## src/rtl/divisor_pkg.sv

```systemverilog
// -----------------------------------------------------------------------------
// divisor_pkg
// Shared types and sizing for the sequential restoring divider. The control-unit
// bench imports this package as well.
//   estado_t   : divider FSM states (IDLE, ITER, DONE)
//   cnt_width  : iteration counter width for an n-bit divider
// -----------------------------------------------------------------------------
package divisor_pkg;

  typedef enum logic [1:0] {
    IDLE = 2'd0,
    ITER = 2'd1,
    DONE = 2'd2
  } estado_t;

  localparam int unsigned N_DEF     = 8;
  localparam int unsigned CNT_W_DEF = $clog2(N_DEF) + 1;

  // Counter must hold n-1; one extra bit keeps it safe for any n >= 2.
  function automatic int unsigned cnt_width(input int unsigned w);
    return $clog2(w) + 1;
  endfunction

endpackage

```

## src/rtl/divisor_secuencial_restador_borrow.sv

```systemverilog
// -----------------------------------------------------------------------------
// restador_borrow
// Combinational ripple-borrow subtractor: resta = A - B, borrow = 1 iff A < B.
//   A, B    in   n  operands (unsigned)
//   resta   out  n  difference modulo 2^n
//   borrow  out  1  borrow out of the MSB
// -----------------------------------------------------------------------------
module restador_borrow #(
  parameter int unsigned n = 9
) (
  input  logic [n-1:0] A,
  input  logic [n-1:0] B,
  output logic [n-1:0] resta,
  output logic         borrow
);

  logic [n:0] w_b;

  // Bit-serial borrow chain, LSB first.
  always_comb begin
    w_b    = '0;
    resta  = '0;
    for (int i = 0; i < int'(n); i++) begin
      resta[i]  = A[i] ^ B[i] ^ w_b[i];
      w_b[i+1]  = (~A[i] & B[i]) | (~(A[i] ^ B[i]) & w_b[i]);
    end
    borrow = w_b[n];
  end

endmodule

```

## src/rtl/divisor_secuencial.sv

```systemverilog
// -----------------------------------------------------------------------------
// divisor_secuencial
// Unsigned restoring divider, one quotient bit per clock through a single shared
// (n+1)-bit subtractor. Results are held until the next accepted start.
//   clk        in   1  clock, rising edge
//   rst_n      in   1  asynchronous active-low reset
//   start      in   1  request, only honoured while ready=1
//   dividendo  in   n  dividend, captured on accept
//   divisor    in   n  divisor, captured on accept
//   ready      out  1  idle, decoded from state
//   done       out  1  one-cycle pulse, results valid
//   cociente   out  n  quotient
//   residuo    out  n  remainder
//   div_cero   out  1  current result came from a zero divisor
// -----------------------------------------------------------------------------
module divisor_secuencial
  import divisor_pkg::*;
#(
  parameter int unsigned n = 8
) (
  input  logic         clk,
  input  logic         rst_n,
  input  logic         start,
  input  logic [n-1:0] dividendo,
  input  logic [n-1:0] divisor,
  output logic         ready,
  output logic         done,
  output logic [n-1:0] cociente,
  output logic [n-1:0] residuo,
  output logic         div_cero
);

  localparam int unsigned CW = cnt_width(n);

  estado_t       r_estado;
  estado_t       w_estado_sig;
  logic [CW-1:0] r_cnt;
  logic [n-1:0]  r_q;
  logic [n:0]    r_r;
  logic [n-1:0]  r_d;
  logic [n-1:0]  r_cociente;
  logic [n-1:0]  r_residuo;
  logic          r_div_cero;

  logic          w_accept;
  logic          w_div_zero;
  logic          w_last;
  logic [n:0]    w_s;
  logic [n:0]    w_t;
  logic          w_borrow;
  logic [n:0]    w_r_next;
  logic [n-1:0]  w_q_next;

  assign w_accept   = (r_estado == IDLE) && start;
  assign w_div_zero = (divisor == '0);
  assign w_last     = (r_cnt == '0);

  // Shift the next dividend bit into the partial remainder.
  assign w_s = {r_r[n-1:0], r_q[n-1]};

  restador_borrow #(
    .n (n + 1)
  ) u_restador (
    .A      (w_s),
    .B      ({1'b0, r_d}),
    .resta  (w_t),
    .borrow (w_borrow)
  );

  // Restore on borrow; quotient bit is the inverted borrow.
  assign w_r_next = w_borrow ? w_s : w_t;
  assign w_q_next = {r_q[n-2:0], ~w_borrow};

  // State register.
  always_ff @(posedge clk or negedge rst_n) begin
    if (!rst_n) begin
      r_estado <= IDLE;
    end else begin
      r_estado <= w_estado_sig;
    end
  end

  // Next state and state-decoded handshake.
  always_comb begin
    w_estado_sig = r_estado;
    ready        = 1'b0;
    done         = 1'b0;
    case (r_estado)
      IDLE: begin
        ready = 1'b1;
        if (start) begin
          w_estado_sig = w_div_zero ? DONE : ITER;
        end
      end
      ITER: begin
        if (w_last) begin
          w_estado_sig = DONE;
        end
      end
      DONE: begin
        done         = 1'b1;
        w_estado_sig = IDLE;
      end
      default: begin
        w_estado_sig = IDLE;
      end
    endcase
  end

  // Working registers: operands, partial remainder/quotient and iteration count.
  always_ff @(posedge clk or negedge rst_n) begin
    if (!rst_n) begin
      r_cnt <= '0;
      r_q   <= '0;
      r_r   <= '0;
      r_d   <= '0;
    end else if (w_accept) begin
      r_cnt <= CW'(n - 1);
      r_q   <= dividendo;
      r_r   <= '0;
      r_d   <= divisor;
    end else if (r_estado == ITER) begin
      r_q <= w_q_next;
      r_r <= w_r_next;
      if (!w_last) begin
        r_cnt <= r_cnt - CW'(1);
      end
    end
  end

  // Result registers: loaded with the final iteration's values as DONE is
  // entered, or directly on accept for a zero divisor; otherwise held.
  always_ff @(posedge clk or negedge rst_n) begin
    if (!rst_n) begin
      r_cociente <= '0;
      r_residuo  <= '0;
      r_div_cero <= 1'b0;
    end else if (w_accept) begin
      r_div_cero <= w_div_zero;
      if (w_div_zero) begin
        r_cociente <= '1;
        r_residuo  <= dividendo;
      end
    end else if ((r_estado == ITER) && w_last) begin
      r_cociente <= w_q_next;
      r_residuo  <= w_r_next[n-1:0];
    end
  end

  assign cociente = r_cociente;
  assign residuo  = r_residuo;
  assign div_cero = r_div_cero;

  // Partial remainder never exceeds the divisor, so its top bit stays clear.
  a_r_msb_clear : assert property (@(posedge clk) disable iff (!rst_n) r_r[n] == 1'b0);

endmodule
```

## config.mk

```make
export PLATFORM = sky130hd
export DESIGN_NAME = divisor_secuencial
export DESIGN_NICKNAME = d
export VERILOG_FILES = /design/src/rtl/divisor_pkg.sv /design/src/rtl/divisor_secuencial_restador_borrow.sv /design/src/rtl/divisor_secuencial.sv
export SDC_FILE = /design/constraint.sdc
export NUM_CORES = 1
export LEC_CHECK = 0
export BUFFER_PORTS_ARGS = -buffer_cell sky130_fd_sc_hd__clkbuf_2
export CORE_UTILIZATION = 47
export DETAILED_ROUTE_END_ITERATION = 8
export GPL_TIMING_DRIVEN = 0
export MAX_ROUTING_LAYER = met4
export PLACE_DENSITY = 0.74
export SLEW_MARGIN = 10
export SYNTH_ARGS = -nofsm -noshare
export SYNTH_HDL_FRONTEND = slang
export SYNTH_SLANG_ARGS = --single-unit
```

## constraint.sdc

```tcl
create_clock -name clk -period 5.1 [get_ports clk]
set_input_delay 0.255 -clock clk [delete_from_list [all_inputs] [get_ports clk]]
set_output_delay 0.255 -clock clk [all_outputs]
set_load 0.005 [all_outputs]
```

==> results.sh <==
export IMPL_status="complete, but fails checks"
export IMPL_violations="design-rule violations"
export IMPL_ctsLongestPathBuffers=2
export IMPL_drt_total_wl_um=4670
export IMPL_final_util_pct=56.4
export IMPL_maxSlewViolCount=0
export IMPL_netSwitchingPower_mw=0.768
export IMPL_dieArea_um2=5170
export IMPL_cts_root_buffer="clkbuf_8"
export IMPL_place_ws_ns=0.389
export IMPL_setup_slack_ns=0.309
export IMPL_final_cell_area_um2=2660
export IMPL_power_leakage_nw=1.31
export IMPL_hp_class="input port to async pin"
export IMPL_vias_per_cell=5.02
export IMPL_route_detailed_drc=2
export IMPL_grt_max_degree=48
export IMPL_slew_headroom_pct=31.0
export IMPL_regToRegSetupSlack_ns=0.31
export IMPL_worstSetupStartpointType="flip-flop"
export IMPL_ant_nets=0
export IMPL_cts_tree="built"
export IMPL_core_area_um2=4720
export IMPL_finalHoldViolCount=0
export IMPL_drtIter0Drc=138
export IMPL_p_seq_share_pct=34.9
export IMPL_cts_hold_buf=0
export IMPL_min_period_ns=4.79
export IMPL_cts_setup_buffers=0
export IMPL_synth_cell_area_um2=2290
export IMPL_overflow=0
export IMPL_start_util_pct=48.6
export IMPL_cp_data_required_time_ns=5.30
export IMPL_synth_cells=211
export IMPL_endpoint_kind="flip-flop"
export IMPL_pin_count=38
export IMPL_p_sw_share_pct=39.8
export IMPL_post_cts_resize_count=0
export IMPL_htreeDepth=2
export IMPL_pwr_share_clk_pct=12.6
export IMPL_cap_violations=0
export IMPL_r2r_cells=15
export IMPL_rows=25
export IMPL_portBuffers=37
export IMPL_wl_per_cell_um=14.5
export IMPL_synth_seq_cells=47
export IMPL_synth_warnings=0
export IMPL_period_share_pct=93.9
export IMPL_clk_pin_slew_ns=0.09
export IMPL_dpl_cell_area_um2=2560
export IMPL_drive_gt1_share_pct=28.1
export IMPL_num_antenna_cells=0
export IMPL_finalSetupTns_ns=0
export IMPL_r2r_end="residuo[5]"
export IMPL_dp_cells=315
export IMPL_gp_congestion=0.766
export IMPL_syn_to_final_growth_pct=16.0
export IMPL_tightest_slew_ns=1.03
export IMPL_num_nets_final=283
export IMPL_r2r_start="r_q[7]"
export IMPL_skew_ns=0.0111
export IMPL_stdcell_count=323
export IMPL_gr_usage_all_layers_pct=20.5
export IMPL_p_comb_share_pct=52.5
export IMPL_cts_sinks=47
export IMPL_die_h_um=71.9
export IMPL_hpwl_um=3370
export IMPL_vias=1623
export IMPL_internal_power_mw=1.16
export IMPL_total_power_mw=1.93
export IMPL_numCtsBuffers=5
export IMPL_antenna_found_initial=0
export IMPL_cp_max_fo=10
export IMPL_synth_net_count=239
export IMPL_layout_common_cells="nand2_1 (55), dfrtp_1 (47), clkbuf_2 (36)"
export IMPL_clk_insertion_delay_late_ns=0.31
export IMPL_ir_drop_mv=0.316
export IMPL_worstSetupPathType="flip-flop to flip-flop"
export IMPL_holdWs_ns=0.119
export IMPL_die_w_um=71.9
export IMPL_synth_seq_area_share_pct=51.3
export IMPL_syn_area_per_cell_um2=10.9
export IMPL_power_density_nw_per_um2=724
export IMPL_synth_cell_types=40
export IMPL_setup_violations=0
export IMPL_grt_pass1_wl_um=7640
export IMPL_max_freq_mhz=209
export IMPL_grt_pass1_vias=1565
export IMPL_layout_commonest_cell="nand2_1"
export IMPL_worstPathArrival_ns=4.99
export IMPL_rsz0062_at_grt="false"
export IMPL_first_pass_iters=6
[synth_stat cells]
master | number | share of area (%)
or3b_1 | 1 | 0.38
mux2_4 | 1 | 0.65
buf_4 | 1 | 0.33
nor2b_1 | 2 | 0.55
a31oi_1 | 1 | 0.27
nor4_1 | 2 | 0.55
a22oi_1 | 6 | 2.0
buf_2 | 4 | 0.87
o211ai_1 | 2 | 0.65
clkbuf_1 | 4 | 0.65
buf_6 | 1 | 0.49
o22a_2 | 3 | 1.3
buf_12 | 1 | 0.87
nand2_1 | 55 | 9.0
fa_1 | 7 | 6.1
or2_1 | 1 | 0.27
o22a_1 | 4 | 1.5
a21oi_1 | 3 | 0.65
nor3_1 | 3 | 0.65
a211oi_1 | 3 | 0.98
a221o_1 | 1 | 0.44
o31ai_1 | 1 | 0.33
nor2_1 | 9 | 1.5
xor2_1 | 1 | 0.38
mux2i_1 | 7 | 3.1
a31o_2 | 1 | 0.38
xnor2_1 | 1 | 0.38
mux2_2 | 14 | 6.9
nand2_8 | 1 | 0.87
nor3b_1 | 1 | 0.33
ha_1 | 2 | 1.1
nand3_1 | 3 | 0.65
o32a_1 | 1 | 0.44
and2_1 | 1 | 0.27
o221ai_1 | 1 | 0.38
inv_1 | 10 | 1.6
dfrtp_1 | 47 | 51
buf_1 | 1 | 0.16
o21a_1 | 1 | 0.33
nand2b_1 | 2 | 0.55
[power by group through the flow]
stage | Combinational, mW | Clock (mW) | Sequential (mW)
final | 1.01 | 0.243 | 0.673
after global routing | 1.15 | 0.263 | 0.692
after CTS | 1.02 | 0.246 | 0.673
after detailed placement | 1.01 | 0 | 0.680
after global placement | 0.981 | 0 | 0.673
after floorplan | 0.747 | 0 | 0.662
[sequential cells by signal, summed over array words and instances, names as in the netlist]
register / flops
r_cnt: 4
r_estado: 2
r_r: 8
div_cero: 1
r_q: 8
r_d: 8
cociente: 8
residuo: 8
[how the worst max path moves through the flow]
stage / start / to / cells after the start
after detailed placement: r_q[7] / residuo[5] / 15
after CTS: r_q[7] / residuo[5] / 15
after global routing: r_q[7] / residuo[5] / 15
after floorplan: r_q[7] / residuo[2] / 15
after global placement: r_q[7] / residuo[5] / 15
final: r_q[7] / residuo[5] / 15
[final cells by class]
class | count | area [um2]
clock inverters | 2 | 16.3
plain buffers | 12 | 77.6
multi-input cells | 142 | 1000
well taps | 67 | 83.8
repair buffers | 37 | 185
clock buffers | 6 | 82.6
inverters | 10 | 37.5
fillers | 415 | 2060
flip-flops and latches | 47 | 1180
[logic make-up (layout without fill, tap and decap cells)]
group                      count (synthesis)  in the layout  share of synthesized area [%]
and+or+nand+nor                           81             81                           15.5
DFF                                       47             47                           51.3
AOI/OAI and AO/OA                         28             28                           9.65
muxes                                     22             22                           10.6
buffers and inverters                     22             67                           5.02
adders and majority gates                  9              9                           7.20
xor gates and xnor gates                   2              2                          0.763
[per-layer routing]
metal  part of all wire (%)  up-vias  track usage [%]
met4                    1.8        0             8.50
met3                    3.8        8             5.49
met2                     43       38             27.6
met5                      0        -                -
li1                       -      801                -
met1                     51      776             29.3
[worst max-delay path, stage by stage (launching register included)]
cell	delay, ns
dfrtp_1	0.36
inv_1	0.07
ha_1	0.20
fa_1	0.38
fa_1	0.40
fa_1	0.41
fa_1	0.41
fa_1	0.40
fa_1	0.40
fa_1	0.38
nand2b_1	0.08
clkbuf_1	0.25
buf_4	0.25
mux2i_1	0.12
mux2_2	0.29
mux2_2	0.26
Power figures use the tool's default switching activity.
